===== config.mk =====
export PLATFORM = sky130hd
export DESIGN_NAME = sample_streamer
export DESIGN_NICKNAME = d
export VERILOG_FILES = /design/src/rtl/sample_streamer.sv
export SDC_FILE = /design/constraint.sdc
export NUM_CORES = 1
export LEC_CHECK = 0
export ABC_CLOCK_PERIOD_IN_PS = 4200
export CAP_MARGIN = 10
export CORE_UTILIZATION = 35
export CTS_BUF_LIST = sky130_fd_sc_hd__clkbuf_4 sky130_fd_sc_hd__clkbuf_8
export DETAILED_ROUTE_END_ITERATION = 10
export PLACE_DENSITY = 0.58
export SYNTH_ARGS = -nofsm -noshare
export SYNTH_HDL_FRONTEND = slang
export SYNTH_SLANG_ARGS = --single-unit

===== constraint.sdc =====
create_clock -name clk -period 4.2 [get_ports clk]
set_input_delay 0.84 -clock clk [delete_from_list [all_inputs] [get_ports clk]]
set_output_delay 0.84 -clock clk [all_outputs]
set_load 0.02 [all_outputs]

===== src/rtl/sample_streamer.sv =====
// -----------------------------------------------------------------------------
// sample_streamer
//
// Consumer end of a generate_next / sample_ready sample handshake. A small
// request FSM asks the sample source for one sample at a time and keeps a
// DEPTH-entry FIFO topped up. A serializer pops one sample per frame and sends
// it MSB-first on a left-justified stereo serial DAC link (bclk/lrck/sdata).
// The same word goes out in both the left and the right slot (mono
// duplicated).
//
// Parameters
//   SAMPLE_W  sample width, which is also the number of bits per channel slot
//   DEPTH     FIFO depth in samples (power of 2, >= 2)
//   CLK_DIV   clk cycles per bclk half-period (>= 2)
//
// Ports
//   clk            system clock; all logic runs on the rising edge
//   reset          asynchronous, active-low reset
//   enable         1 = request samples and run the serial link
//   generate_next  one-cycle request pulse to the sample source
//   sample_ready   one-cycle pulse from the source; sample is valid with it
//   sample         two's-complement sample from the source
//   bclk           serial bit clock
//   lrck           channel select: 0 = left slot, 1 = right slot
//   sdata          serial data, MSB first, changes on bclk falling edges
//   fifo_level     number of samples buffered (registered)
//   underflow      sticky: a frame started while the FIFO was empty
//   protocol_err   sticky: sample_ready arrived with no request pending
// -----------------------------------------------------------------------------
module sample_streamer #(
    parameter int SAMPLE_W = 16,
    parameter int DEPTH    = 4,
    parameter int CLK_DIV  = 4
) (
    input  logic                      clk,
    input  logic                      reset,
    input  logic                      enable,
    output logic                      generate_next,
    input  logic                      sample_ready,
    input  logic [SAMPLE_W-1:0]       sample,
    output logic                      bclk,
    output logic                      lrck,
    output logic                      sdata,
    output logic [$clog2(DEPTH):0]    fifo_level,
    output logic                      underflow,
    output logic                      protocol_err
);

    localparam int PTR_W      = $clog2(DEPTH);
    localparam int LVL_W      = PTR_W + 1;
    localparam int DIV_W      = $clog2(CLK_DIV);
    localparam int FRAME_BITS = 2 * SAMPLE_W;
    localparam int BIT_W      = $clog2(FRAME_BITS);

    // -------------------------------------------------------------------------
    // Request FSM
    // -------------------------------------------------------------------------
    typedef enum logic [1:0] {
        S_IDLE,
        S_REQ,
        S_WAIT
    } req_state_t;

    req_state_t state;
    req_state_t state_next;

    logic pending;
    logic can_request;
    logic push;
    logic pop;

    // A request counts as pending from the pulse until its sample arrives, so
    // buffered plus in-flight samples can never exceed the FIFO depth.
    assign pending     = (state != S_IDLE);
    assign can_request = (fifo_level + LVL_W'(pending)) < LVL_W'(DEPTH);

    // NOTE: sequential state is updated only with non-blocking assignments so
    // every flop samples the values from before the clock edge.
    always_ff @(posedge clk or negedge reset) begin
        if (!reset) begin
            state <= S_IDLE;
        end else begin
            state <= state_next;
        end
    end

    // NOTE: every output of this block gets a default first; a path that left
    // one unassigned would infer a latch.
    always_comb begin
        state_next    = state;
        generate_next = 1'b0;
        push          = 1'b0;
        unique case (state)
            S_IDLE: begin
                if (enable && can_request) begin
                    state_next = S_REQ;
                end
            end
            S_REQ: begin
                generate_next = 1'b1;
                state_next    = S_WAIT;
            end
            S_WAIT: begin
                // Stays here even if enable drops: the sample already asked
                // for is still accepted.
                if (sample_ready) begin
                    push       = 1'b1;
                    state_next = S_IDLE;
                end
            end
            default: begin
                state_next = S_IDLE;
            end
        endcase
    end

    // A sample that arrives outside WAIT is dropped and flagged.
    always_ff @(posedge clk or negedge reset) begin
        if (!reset) begin
            protocol_err <= 1'b0;
        end else if (sample_ready && (state != S_WAIT)) begin
            protocol_err <= 1'b1;
        end
    end

    // -------------------------------------------------------------------------
    // Sample FIFO
    // -------------------------------------------------------------------------
    logic [SAMPLE_W-1:0] mem [DEPTH];
    logic [PTR_W-1:0]    wr_ptr;
    logic [PTR_W-1:0]    rd_ptr;
    logic [SAMPLE_W-1:0] head;

    // NOTE: the storage array has no reset; the level counter alone decides
    // which entries are valid, so clearing the data would buy nothing.
    always_ff @(posedge clk) begin
        if (push) begin
            mem[wr_ptr] <= sample;
        end
    end

    // Pointers wrap naturally because DEPTH is a power of two. A push and a
    // pop in the same cycle both happen and leave the level unchanged.
    always_ff @(posedge clk or negedge reset) begin
        if (!reset) begin
            wr_ptr     <= '0;
            rd_ptr     <= '0;
            fifo_level <= '0;
        end else begin
            if (push) begin
                wr_ptr <= wr_ptr + PTR_W'(1);
            end
            if (pop) begin
                rd_ptr <= rd_ptr + PTR_W'(1);
            end
            fifo_level <= fifo_level + LVL_W'(push) - LVL_W'(pop);
        end
    end

    // An empty FIFO at frame start turns into a frame of zeros.
    assign head = (fifo_level != '0) ? mem[rd_ptr] : '0;

    // -------------------------------------------------------------------------
    // Serial link
    // -------------------------------------------------------------------------
    logic                running;
    logic [DIV_W-1:0]    div_cnt;
    logic [BIT_W-1:0]    bit_cnt;
    logic [SAMPLE_W-1:0] word;
    logic [SAMPLE_W-1:0] shreg;

    logic div_wrap;
    logic bclk_fall;
    logic frame_last;
    logic frame_start;

    assign div_wrap   = (div_cnt == DIV_W'(CLK_DIV - 1));
    assign bclk_fall  = running && div_wrap && bclk;
    assign frame_last = (bit_cnt == BIT_W'(FRAME_BITS - 1));

    // A frame starts when the idle link is enabled, or at the bclk fall that
    // ends the right slot's LSB while enable is still high.
    assign frame_start = enable && (!running || (bclk_fall && frame_last));
    assign pop         = frame_start && (fifo_level != '0);

    always_ff @(posedge clk or negedge reset) begin
        if (!reset) begin
            running <= 1'b0;
            div_cnt <= '0;
            bit_cnt <= '0;
            bclk    <= 1'b0;
            lrck    <= 1'b0;
            sdata   <= 1'b0;
            word    <= '0;
            shreg   <= '0;
        end else if (frame_start) begin
            // Left-slot start: lrck and the MSB appear in the same cycle and
            // bclk begins its low half-period.
            running <= 1'b1;
            div_cnt <= '0;
            bit_cnt <= '0;
            bclk    <= 1'b0;
            lrck    <= 1'b0;
            sdata   <= head[SAMPLE_W-1];
            word    <= head;
            shreg   <= {head[SAMPLE_W-2:0], 1'b0};
        end else if (running) begin
            if (div_wrap) begin
                div_cnt <= '0;
                bclk    <= ~bclk;
                if (bclk) begin
                    // Falling edge: the only place lrck and sdata change.
                    if (frame_last) begin
                        // Frame over with enable low: park the link cleared.
                        running <= 1'b0;
                        bit_cnt <= '0;
                        lrck    <= 1'b0;
                        sdata   <= 1'b0;
                    end else begin
                        bit_cnt <= bit_cnt + BIT_W'(1);
                        if (bit_cnt == BIT_W'(SAMPLE_W - 1)) begin
                            // Right slot re-sends the saved word MSB-first.
                            lrck  <= 1'b1;
                            sdata <= word[SAMPLE_W-1];
                            shreg <= {word[SAMPLE_W-2:0], 1'b0};
                        end else begin
                            sdata <= shreg[SAMPLE_W-1];
                            shreg <= {shreg[SAMPLE_W-2:0], 1'b0};
                        end
                    end
                end
            end else begin
                div_cnt <= div_cnt + DIV_W'(1);
            end
        end
    end

    always_ff @(posedge clk or negedge reset) begin
        if (!reset) begin
            underflow <= 1'b0;
        end else if (frame_start && (fifo_level == '0)) begin
            underflow <= 1'b1;
        end
    end

endmodule


=== Yosys cells after proc, flatten, opt, wreduce, memory -nomap -nowiden ===
Memories as Yosys holds them, arrays and structs flattened.
Index checks and enable logic that the tools add are counted.
W data, S select, Z words.

* Memory bits (writable): 64
* Latch bits: 0
* Register bits: 54
* Word-level logic and storage cells: 99
* Memory bits (read-only): 0
* Memories kept: 1

{| class="wikitable"
|+ Memory list
! memory !! depth !! bits a word !! rd ports !! clocked after memory_dff !! wr ports !! RTL line !! source
|-
| mem || 4 || 16 || 1 || 0 || 1 || 129 || <nowiki>logic [SAMPLE_W-1:0] mem [DEPTH];</nowiki>
|}

* Reduce and logical (&&, ||, !) cells: 23
* $lt $le $gt $ge: 1
* Muxes and demuxes: 43
* Add/sub/neg operators: 7
* Div/mod/pow operators: 0
* Bitwise logic cells: 1
* Equality and inequality tests: 9
* Shifts and indexed selects: 0
* Multiply operators: 0

{| class="wikitable"
|+ Operators by type and width
! operator !! count
|-
| $mux W16 || 7
|-
| $mux W1 || 25
|-
| $mux W5 || 5
|-
| $mux W2 || 5
|-
| $logic_and A1 B1 Y1 || 8
|-
| $reduce_and A4 Y1 || 2
|-
| $reduce_bool A2 Y1 || 4
|-
| $add A2 B1 Y2 const B || 3
|-
| $add A3 B1 Y3 || 2
|-
| $ne A2 B2 Y1 const B || 3
|-
| $pmux W2 S3 || 1
|-
| $reduce_bool A3 Y1 || 2
|-
| $add A5 B1 Y5 const B || 1
|-
| $eq A5 B4 Y1 const B || 1
|-
| $eq A5 B5 Y1 const B || 1
|-
| $eq A2 B2 Y1 const B || 2
|-
| $reduce_and A2 Y1 || 2
|-
| $logic_not A3 Y1 || 1
|-
| $lt A3 B3 Y1 const B || 1
|-
| $reduce_and A3 Y1 || 1
|-
| $sub A3 B1 Y3 || 1
|-
| $eq A2 B1 Y1 const B || 1
|-
| $logic_not A2 Y1 || 1
|-
| $ne A2 B1 Y1 const B || 1
|-
| 3 further kinds || 3
|}

=== Logic depth before layout (Yosys ltp) ===
Gate-level depths: netlist of run 1.

* Depth in word-level cells: 8
* Mapped depth: 14

=== Least setup slack after synthesis of run 1 ===
No wires, ideal clock.

* Path type: register -> register
* Start point: register bit_cnt[0]
* End point: register fifo_level[2]
* Setup slack: 1.284 ns
* Data required time: 4.069 ns
* Cell stages (with the launch flop): 15
* Arrival time: 2.786 ns
* Path buffers: 2
* Library setup time: 0.131 ns
* Clock period less this slack: 2.916 ns
* Cells stage by stage: dfrtp_1 -> ha_1 -> and3_1 -> ha_1 -> buf_6 -> nand3_4 -> a211oi_4 -> buf_6 -> ha_1 -> inv_1 -> ha_1 -> inv_1 -> fa_1 -> xnor2_1 -> xnor2_1

* Word-level cells in the longest chain between the ends: 6

{| class="wikitable"
|+ Ends and longest elaborated chain
! what !! RTL line !! source
|-
| from (decl) || 168 || <nowiki>logic [BIT_W-1:0] bit_cnt;</nowiki>
|-
| from (signal assigned) || 220 || <nowiki>bit_cnt <= bit_cnt + BIT_W'(1);</nowiki>
|-
| $eq A5 B5 Y1 || 179 || <nowiki>assign frame_last = (bit_cnt == BIT_W'(FRAME_BITS - 1));</nowiki>
|-
| $logic_and A1 B1 Y1 || 183 || <nowiki>assign frame_start = enable && (!running || (bclk_fall && frame_last));</nowiki>
|-
| $logic_or A1 B1 Y1 || 183 ||
|-
| $logic_and A1 B1 Y1 || 183 ||
|-
| $logic_and A1 B1 Y1 || 184 || <nowiki>assign pop = frame_start && (fifo_level != '0);</nowiki>
|-
| net pop || 70 || <nowiki>logic pop;</nowiki>
|-
| $sub A3 B1 Y3 || 156 || <nowiki>fifo_level <= fifo_level + LVL_W'(push) - LVL_W'(pop);</nowiki>
|-
| to (signal assigned) || 156 ||
|-
| to (decl) || 44 || <nowiki>output logic [$clog2(DEPTH):0] fifo_level,</nowiki>
|}

The timed path passes the listed nets, and every way through them passes these cells.
A chain may end at the register's enable or synchronous reset.

=== Final worst setup path of run 1 ===
* Start point: register bit_cnt[0]
* End point: register fifo_level[2]

* Word-level cells in the longest chain between the ends: 6

{| class="wikitable"
|+ Ends and longest elaborated chain
! what !! RTL line
|-
| $eq A5 B5 Y1 || 179
|-
| $logic_and A1 B1 Y1 || 183
|-
| $logic_or A1 B1 Y1 || 183
|-
| $logic_and A1 B1 Y1 || 183
|-
| $logic_and A1 B1 Y1 || 184
|-
| $sub A3 B1 Y3 || 156
|}

Every way passes these cells.

==> out/results.txt, run 1 <==
flops & latches, synth -> 117
Avg Inst Size Synth -> 14.10 µm²
Synth cell types -> 46
Placer Congestion -> 0.6954
Setup Buffers After CTS -> 0
hold path endpoint -> underflow
Slew Limit Fails -> 0
CTS tree -> done
H-tree levels -> 4
layout cell share with drive strength beyond 1 -> 21.36%
Crit Reg-Reg Endpoint -> fifo_level[2]
row cnt -> 43
initial antenna violation count -> 0
Clock Tree Buf Depth -> 2
dpl hpwl -> 5467 µm
leakage -> 2.203 nW
Cells after DPL -> 546
largest net degree at the start of global routing -> 36
total of max-cap violations -> 0
cell mode on critical path -> ha_1
synthesized area -> 0.004977 mm²
final setup vio count -> 0
DR pass1 iterations -> 4
Fin. Hold Viols -> 0
residual DRC count -> 0
CTS clk-pin slew, worst paths -> 70 ps
crit-path max cell delay -> 440 ps
FMAX -> 337.8 MHz
Crit. End Element -> register
Finished Layout Cells -> 578
sequential-to-total area share from yosys stat -> 65.26%
Buffers & Inverters on Critical Path -> 2
slowest stage cell, crit path -> dfrtp_1
Initial Util -> 35.86%
post-synthesis async set-or-reset flop share -> 45.30%
ANT cells -> 0
core area -> 0.01388 mm²
TNS Setup -> 0 ps
Die Wd -> 121.3 µm
beginning of the worst hold path -> underflow
hold depth -> 1
Worst Setup SP -> bit_cnt[0]
Reg2Reg Depth -> 12
worst-margin pin slew -> 1081 ps
CP Max Fanout -> 11
vias in the first global route -> 2811
CP required -> 4540 ps
I/O pin total -> 29
Clock Latency Late Sink -> 430 ps
total global routing overflow -> 0
CTS root buf -> clkbuf_8
Synth-to-Final Area Change -> 16.34%
CTS resizes -> 0
Num CTS Buffers -> 17
fin nets -> 416
crit start category -> register
gr usage total -> 13.22%
Worst Path Arrival -> 3300 ps
worst hold path class -> register to register
post-synthesis cell count -> 353
status -> finished, final reports clean
Detailed Route Iter0 Violations -> 103
worst path cell trace -> ha_1, and3_1, ha_1, nand3_4, a211oi_4, ha_1, inv_1, ha_1, inv_1, fa_1, xnor2_1, xnor2_1
syn nets -> 384
port bufs -> 28
WS Path Type -> register to register
Primary FF master, synth -> edfxtp_1
wire per inst -> 14.57 µm
Via density -> 4.728
number of flops mapped to enable cells by yosys -> 64
fin util -> 41.72%
Tmin final -> 2960 ps
RSZ-0062 raised after global routing -> false
first-pass GRT wire length -> 14430 µm
VDD IR-drop max -> 280.9 µV
Antenna Nets Post-Route -> 0
delay-heaviest family, CP -> adder cells
die area -> 0.01470 mm²
pwr dens -> 446.3 mW/mm²
final cycle utilization of the critical path -> 70.48%
r2r setup slk -> 1240 ps
skew final -> 10.04 ps
Routed WL -> 8423 µm
Worst R2R Start -> bit_cnt[0]
Die Height -> 121.3 µm
hold_buf cts -> 0
CTS sink cnt -> 117
YS warnings -> 0
DR vias -> 2733
Slew headroom -> 27.90%
stage by stage:
step / cell area [µm²] / power [mW] / hold WS [ps] / setup slack (ps)
after floorplan: 4977 / 1.502 / 408.6 / 1284
after global placement: 5400 / 1.613 / 439.8 / 1068
after detailed placement: 5400 / 1.624 / 434.7 / 1002
after CTS: 5791 / 2.625 / 455.1 / 1236
after global routing: 5791 / 2.712 / 489.0 / 947.9
final: 5791 / 2.584 / 452.2 / 1240
how the worst max path moves through the flow:
stage,endpoint,slack (ps),depth (start not counted)
floorplan,fifo_level[2],1280,14
global placement,fifo_level[2],1070,11
detailed placement,fifo_level[2],1000,11
CTS,fifo_level[2],1240,12
global route,fifo_level[2],950,12
finish,fifo_level[2],1240,12
area by class of cell:
class / instances / area (µm²)
flip-flops and latches: 117 / 3248
fillers: 1290 / 8090
clock buffers: 17 / 234.0
inverters: 11 / 41.29
well taps: 180 / 225.2
multi-input cells: 206 / 1580
clock inverters: 15 / 156.4
repair buffers: 32 / 305.3
cell usage in the layout, fill, tap and decap left out, types with 2 or more instances in the layout:
cell	instances
edfxtp_1	64
nand2_1	61
dfrtp_1	53
clkdlybuf4s50_1	27
nor2_1	19
clkbuf_8	17
mux4_2	16
mux2_2	13
inv_1	10
a31oi_1	10
ha_1	10
a21oi_1	9
o21ai_0	8
nand2_2	7
a31oi_2	7
nor3_1	6
xnor2_1	5
and2_1	4
clkinv_4	4
clkinvlp_4	4
buf_4	4
nand2b_1	2
nor2b_1	2
and3_1	2
a21o_1	2
mux2i_1	2
inv_6	2
clkinv_2	2
bufinv_16	2
layer usage:
layer | wire, µm | share of wire (%) | track usage [%]
met4 | 152 | 1.8 | 6.713
met1 | 3976 | 47 | 17.23
met2 | 4090 | 49 | 20.36
met3 | 203 | 2.4 | 3.430
met5 | 0 | 0 | 0
kinds of logic (layout without fill, tap and decap cells):
| family | Yosys count | in the layout | share of synthesized area (%) |
|---|---|---|---|
| DFF | 117 | 117 | 65.26 |
| and+or+nand+nor | 110 | 110 | 9.955 |
| AOI/OAI and AO/OA | 48 | 48 | 7.064 |
| muxes | 31 | 31 | 10.58 |
| buffers and inverters | 30 | 75 | 3.167 |
| adders and majority gates | 11 | 11 | 2.916 |
| xor gates and xnor gates | 6 | 6 | 1.056 |
sequential cells by signal (all words and copies together), names as in the netlist, 2 cells and up:
name        flops
bit_cnt         5
wr_ptr          2
fifo_level      3
div_cnt         2
shreg          15
mem            64
rd_ptr          2
state           2
word           16
synth_stat cells, drive strengths merged (2+ instances only):
master,n,area share [%]
nand2,68,5.5
edfxtp,64,39
dfrtp,53,27
nor2,19,1.4
a31oi,17,3.0
mux4,16,7.2
buf,15,2.0
mux2,13,2.9
inv,11,0.83
ha,10,2.5
o21ai,10,1.0
a21oi,9,0.90
nor3,6,0.60
xnor2,5,0.88
and2,4,0.50
clkbuf,4,0.30
a21o,2,0.30
and3,2,0.25
mux2i,2,0.40
nand2b,2,0.25
nand3,2,0.45
nor2b,2,0.25
power breakdown:
part	switching [mW]	total (mW)	internal, mW
registers	0.0466	1.34	1.30
logic	0.134	0.250	0.116
clock network	0.465	0.993	0.528
total	0.645	2.58	1.94
(Power assumes the default switching activity.)
==> run 2: changes to the inputs <==
Settings changed: ABC_CLOCK_PERIOD_IN_PS 4200 to 3100.
Clock period 4.2 ns to 3.1 ns, I/O delays scaled along.
==> run 2 against run 1 <==
Compared with the run above: wire length up 4.4%; clock power up 51%; critical path type unchanged; critical path depth unchanged; sequential share of layout area down 1.0 points; clock skew down 2.4 ps; highest routed layer unchanged.
==> out/results.txt, run 2 (synthesis results as in run 1) <==
CTS tree -> done (unchanged)
slowest stage cell, crit path -> dfrtp_1 (unchanged)
fin nets -> 425 (was 416)
Antenna Nets Post-Route -> 0 (unchanged)
vias in the first global route -> 2903 (was 2811)
Setup Buffers After CTS -> 0 (unchanged)
fillcell total -> 1273 (was 1290)
VDD IR-drop max -> 378.5 µV (was 280.9 µV)
WS Path Type -> register to register (unchanged)
pre-CTS setup slack -> 429.2 ps (was 1002 ps)
Largest Register -> mem (unchanged)
Clock Tree Buf Depth -> 2 (unchanged)
met2 usage -> 21.43% (was 20.36%)
Finished Layout Cells -> 587 (was 578)
GRT busiest layer -> met2 (unchanged)
Tot Pwr -> 3.667 mW (was 2.584 mW)
Die Wd -> 121.3 µm (unchanged)
CP Max Fanout -> 6 (was 11)
TNS Setup -> 0 ps (unchanged)
DR vias -> 2834 (was 2733)
gr usage total -> 13.71% (was 13.22%)
ANT cells -> 0 (unchanged)
skew final -> 7.620 ps (was 10.04 ps)
port bufs -> 28 (unchanged)
initial antenna violation count -> 0 (unchanged)
register area -> 0.003248 mm² (unchanged)
CTS root buf -> clkbuf_8 (unchanged)
status -> finished, final reports clean (unchanged)
Worst Setup SP -> bit_cnt[0] (unchanged)
delay-heaviest family, CP -> adder cells (unchanged)
first-pass GRT wire length -> 14850 µm (was 14430 µm)
Regs by FF count -> mem: 64 flops, word: 16 flops, shreg: 15 flops (unchanged)
cell mode on critical path -> ha_1 (unchanged)
Via density -> 4.828 (was 4.728)
multi-input logic area -> 0.001580 mm² (unchanged)
RSZ-0062 raised after global routing -> false (unchanged)
worst hold path class -> input pin to asynchronous set/reset pin (was register to register)
CTS resizes -> 0 (unchanged)
final cycle utilization of the critical path -> 86.26% (was 70.48%)
Tmin final -> 2674 ps (was 2960 ps)
total global routing overflow -> 0 (unchanged)
commonest non-fill, non-tap cell in the layout -> edfxtp_1 (unchanged)
total of max-cap violations -> 0 (unchanged)
Fin. Hold Viols -> 0 (unchanged)
Reg2Reg Depth -> 12 (unchanged)
Routed WL -> 8792 µm (was 8423 µm)
Die Height -> 121.3 µm (unchanged)
wire per inst -> 14.98 µm (was 14.57 µm)
largest net degree at the start of global routing -> 45 (was 36)
Clock Latency Late Sink -> 440 ps (was 430 ps)
CTS sink cnt -> 117 (unchanged)
I/O pin total -> 29 (unchanged)
die area -> 0.01470 mm² (unchanged)
Cells after DPL -> 555 (was 546)
DR pass1 iterations -> 4 (unchanged)
hold_buf cts -> 0 (unchanged)
residual DRC count -> 0 (unchanged)
leakage -> 2.290 nW (was 2.203 nW)
most frequent cells in the layout -> edfxtp_1, nand2_1, dfrtp_1, clkdlybuf4s50_1, nor2_1 (unchanged)
Buffers & Inverters on Critical Path -> 2 (unchanged)
Num CTS Buffers -> 17 (unchanged)
GRT met1 Usage -> 16.83% (was 17.23%)
FMAX -> 374.0 MHz (was 337.8 MHz)
crit-path max cell delay -> 430 ps (was 440 ps)
worst path cell trace -> ha_1, and3_1, ha_1, nand3_4, a211oi_4, ha_1, inv_1, ha_1, inv_1, fa_1, xnor2_1, xnor2_1 (unchanged)
Slew Limit Fails -> 0 (unchanged)
final setup vio count -> 0 (unchanged)
core area -> 0.01388 mm² (unchanged)
CP required -> 3460 ps (was 4540 ps)
row cnt -> 43 (unchanged)
worst-margin pin slew -> 992.5 ps (was 1081 ps)
pwr dens -> 621.9 mW/mm² (was 446.3 mW/mm²)
crit start category -> register (unchanged)
final worst slack -> 426.0 ps (was 1240 ps)
Placer Congestion -> 0.7414 (was 0.6954)
Detailed Route Iter0 Violations -> 173 (was 103)
layout cell share with drive strength beyond 1 -> 23.10% (was 21.36%)
H-tree levels -> 4 (unchanged)
Worst Path Arrival -> 3030 ps (was 3300 ps)
Initial Util -> 35.86% (unchanged)
Synth-to-Final Area Change -> 18.45% (was 16.34%)
met3 usage -> 4.887% (was 3.430%)
Crit. End Element -> register (unchanged)
dpl hpwl -> 5563 µm (was 5467 µm)
Worst R2R Start -> bit_cnt[0] (unchanged)
max reg flops -> 64 (unchanged)
Slew headroom -> 33.83% (was 27.90%)
CTS clk-pin slew, worst paths -> 70 ps (about the same)
number of cells on the critical path -> 12 (unchanged)
[run 2: changes by cell type in the layout (fill, tap and decap cells not counted), sizes merged]
| cell | before | now |
|---|---|---|
| buf | 5 | 14 |
| bufinv | 2 | 4 |
| clkbuf | 17 | 21 |
| clkinvlp | 4 | 0 |
| inv | 13 | 11 |
[run 2: layout make-up]
cell class | count | area share, %
inverters | 11 | 0.7003
flip-flops and latches | 117 | 55.09
well taps | 180 | 3.820
repair buffers | 41 | 6.324
clock inverters | 11 | 2.674
multi-input cells | 206 | 26.80
clock buffers | 21 | 4.584
[run 2: per-layer routing]
metal  part of all wire, %  vias to the layer above  wire, µm
li1                      -                     1355         -
met1                    45                     1415      3980
met5                     0                        -         0
met3                   4.2                       17       366
met4                   2.2                        0       191
met2                    48                       47      4253
[run 2: report_power, final]
group	internal, mW	switching, mW	leakage [nW]	total, mW
clock network	0.914	0.582	0.225	1.50
registers	1.75	0.0589	1.26	1.81
logic	0.168	0.189	0.803	0.357
total	2.84	0.830	2.29	3.67
[run 2: path summary, 6_finish.rpt]
check,to,slack (ps)
worst max-delay path,fifo_level[2],430
worst min-delay path,word[8],350
worst min register to register,state[0],460
max in group asynchronous,word[15],2020
min in group clk,state[0],460
worst max register to register,fifo_level[2],430
[run 2: metrics by stage]
step	area [µm²]	hold WS (ps)	util [%]
2_1_floorplan	4977	324.4	-
3_3_place_gp	5468	441.0	39.39
3_5_place_dp	5468	433.7	39.39
4_1_cts	5896	365.5	42.47
5_1_grt	5896	422.0	42.47
6_report	5896	349.6	42.47
==> run 3: changes to the inputs <==
Settings changed: ABC_AREA from default to 1, PLACE_DENSITY 0.58 to 0.57.
==> run 3 against run 2 <==
Compared with the run above: total power rose by 11%; sequential share of layout area is 1.9 points lower; first-iteration DRC count is 5.8% higher; clock skew increased by 2.4 ps; combinational power grew 110%; non-clock buffer count decreased by 2; maximum frequency up 3.8%; count of clock-buffer cells in the layout decreased by 2; wire length up 13%; worst setup slack improved by 98 ps; largest power group unchanged.
==> out/results.txt, run 3 <==
RSZ-0062 raised after global routing -> false (unchanged)
largest net degree at the start of global routing -> 38 (was 45)
DR pass1 iterations -> 4 (unchanged)
YS warnings -> 0 (unchanged)
initial antenna violation count -> 0 (unchanged)
Regs by FF count -> mem: 64 flops, word: 16 flops, shreg: 15 flops (unchanged)
skew final -> 9.993 ps (was 7.620 ps)
CTS sink cnt -> 117 (unchanged)
Synth top cells by count -> nand2_1, nor2_1, inv_1 (was edfxtp_1, nand2_1, dfrtp_1)
total global routing overflow -> 0 (unchanged)
DP Area -> 0.005727 mm² (was 0.005468 mm²)
Routed WL -> 9961 µm (was 8792 µm)
Synth-to-Final Area Change -> 16.63% (was 18.45%)
layout cell share with drive strength beyond 1 -> 8.668% (was 23.10%)
Worst Path Arrival -> 2890 ps (was 3030 ps)
Slew headroom -> 45.10% (was 33.83%)
Die Height -> 124.3 µm (was 121.3 µm)
post-synthesis async set-or-reset flop share -> 45.30% (unchanged)
Synth cell types -> 29 (was 46)
Tot Pwr -> 4.082 mW (was 3.667 mW)
final cycle utilization of the critical path -> 83.11% (was 86.26%)
Setup Buffers After CTS -> 0 (unchanged)
final instance area -> 0.006108 mm² (was 0.005896 mm²)
Via density -> 4.457 (was 4.828)
CP required -> 3420 ps (was 3460 ps)
Num CTS Buffers -> 17 (unchanged)
gr usage total -> 14.35% (was 13.71%)
worst-margin pin slew -> 822.6 ps (was 992.5 ps)
Sequential Power Share -> 48.6% (was 49.5%)
Finished Layout Cells -> 807 (was 587)
crit start category -> register (unchanged)
Placer Congestion -> 0.7622 (was 0.7414)
Detailed Route Iter0 Violations -> 183 (was 173)
synthesized area -> 0.005238 mm² (was 0.004977 mm²)
first-pass GRT wire length -> 17230 µm (was 14850 µm)
Crit. End Element -> register (unchanged)
max reg flops -> 64 (unchanged)
Initial Util -> 35.90% (was 35.86%)
Die Wd -> 124.3 µm (was 121.3 µm)
Clock Power Share -> 33.1% (was 40.8%)
FMAX -> 388.2 MHz (was 374.0 MHz)
residual DRC count -> 0 (unchanged)
internal power -> 2.892 mW (was 2.837 mW)
CTS resizes -> 0 (unchanged)
ANT cells -> 0 (unchanged)
vias in the first global route -> 3556 (was 2903)
post-synthesis cell count -> 571 (was 353)
syn nets -> 602 (was 384)
Fin. Hold Viols -> 0 (unchanged)
flops & latches, synth -> 117 (unchanged)
row cnt -> 44 (was 43)
Slew Limit Fails -> 0 (unchanged)
port bufs -> 28 (unchanged)
TNS Setup -> 0 ps (unchanged)
area share of the largest cell type after synthesis -> 36.69% (was 38.61%)
wire per inst -> 12.34 µm (was 14.98 µm)
CTS tree -> done (unchanged)
dpl hpwl -> 6239 µm (was 5563 µm)
pre-CTS setup slack -> 456.5 ps (was 429.2 ps)
worst hold path class -> input pin to asynchronous set/reset pin (unchanged)
Antenna Nets Post-Route -> 0 (unchanged)
Switch Pwr -> 1.190 mW (was 0.8297 mW)
I/O pin total -> 29 (unchanged)
largest area contributor in the netlist -> edfxtp_1 (unchanged)
H-tree levels -> 4 (unchanged)
VDD IR-drop max -> 294.6 µV (was 378.5 µV)
WS Path Type -> register to register (unchanged)
CTS clk-pin slew, worst paths -> 70 ps (about the same)
sequential-to-total area share from yosys stat -> 62.02% (was 65.26%)
final setup vio count -> 0 (unchanged)
Primary FF master, synth -> edfxtp_1 (unchanged)
fin nets -> 641 (was 425)
status -> finished, final reports clean (unchanged)
Avg Inst Size Synth -> 9.173 µm² (was 14.10 µm²)
commonest non-fill, non-tap cell in the layout -> nand2_1 (was edfxtp_1)
CP Max Fanout -> 5 (was 6)
most frequent cells in the layout -> nand2_1, nor2_1, inv_1, edfxtp_1, dfrtp_1 (was edfxtp_1, nand2_1, dfrtp_1, clkdlybuf4s50_1, nor2_1)
Sw Ratio -> 29.15% (was 22.63%)
hold_buf cts -> 0 (unchanged)
leakage -> 2.852 nW (was 2.290 nW)
Clock Tree Buf Depth -> 2 (unchanged)
number of flops mapped to enable cells by yosys -> 64 (unchanged)
final worst slack -> 523.7 ps (was 426.0 ps)
Tmin final -> 2576 ps (was 2674 ps)
DR vias -> 3597 (was 2834)
core area -> 0.01459 mm² (was 0.01388 mm²)
die area -> 0.01546 mm² (was 0.01470 mm²)
Clock Latency Late Sink -> 440 ps (about the same)
Largest Register -> mem (unchanged)
Cells after DPL -> 775 (was 555)
CTS root buf -> clkbuf_8 (unchanged)
Comb pwr share -> 18.4% (was 9.7%)
pwr dens -> 668.3 mW/mm² (was 621.9 mW/mm²)
total of max-cap violations -> 0 (unchanged)
synth top area cells -> edfxtp_1, dfrtp_1, nand2_1 (was edfxtp_1, dfrtp_1, mux4_2)
count leader, synth -> nand2_1 (was edfxtp_1)
-- run 3: cell count changes in the layout (fill, tap and decap cells not counted), sizes merged, moves of 4 or more --
cell / before / now
mux2: 13 / 0
nor2: 19 / 79
nand3: 2 / 6
inv: 11 / 72
nor3: 6 / 1
and2: 4 / 0
nand2: 68 / 216
a31oi: 17 / 0
mux4: 16 / 0
a21oi: 9 / 3
o21ai: 10 / 36
-- run 3: cells by family after synthesis --
family / Yosys count / share of synthesized area [%]
flops: 117 / 62.02
buf+inv: 89 / 6.928
fa+ha+maj: 11 / 2.771
compound gates: 43 / 4.444
xor+xnor: 5 / 0.8363
simple gates: 306 / 23.01
-- run 3: power groups by stage --
stage / Clock (mW) / Combinational, mW / Sequential, mW
after global placement: 0 / 0.730 / 2.01
after floorplan: 0 / 0.490 / 2.02
after detailed placement: 0 / 0.756 / 2.01
after global routing: 1.45 / 0.873 / 2.01
final: 1.35 / 0.749 / 1.98
after CTS: 1.38 / 0.761 / 1.98
-- run 3: per-layer routing --
layer	up-vias	share of wire [%]	track usage, %	wire length (µm)
li1	1849	-	-	-
met1	1675	48	18.12	4820
met2	61	46	22.78	4619
met3	12	3.6	3.952	362
met4	0	1.6	6.733	159
met5	-	0	0	0
-- run 3: through the flow --
step | hold WS (ps) | utilization, %
after detailed placement | 416.0 | 39.25
after floorplan | 324.4 | -
after global routing | 118.1 | 41.87
final | 115.2 | 41.87
after global placement | 415.0 | 39.25
after CTS | 104.6 | 41.87
-- run 3: critical path, cell delays in order (launching register included) --
cell and delay (ps):
dfrtp_1 410, ha_1 190, nand2_1 60, nor2_1 150, ha_1 290, nand3_1 130, nand2_2 100, nand2_4 70
nor2_8 80, ha_1 220, inv_1 50, ha_1 130, inv_1 50, fa_1 370, xnor2_1 140
-- run 3: area by class of cell --
type	instances	area [µm²]
Tap cell	184	230.2
Sequential cell	117	3249
Clock buffer	19	249.0
Clock inverter	13	132.6
Inverter	70	262.8
Fill cell	1406	8481
Multi-Input combinational cell	365	1627
Timing Repair Buffer	39	357.8
-- run 3: worst paths after layout --
check                           startpoint            end  slack, ps  depth (start not counted)
worst min-delay path                 reset       word[11]        120                          1
worst max-delay path            bit_cnt[0]  fifo_level[2]        520                         14
min in group clk                  state[0]       state[0]        430                          1
max in group asynchronous            reset       state[1]       2330                          2
worst max register to register  bit_cnt[0]  fifo_level[2]        520                         14
worst min register to register    state[0]       state[0]        430                          1
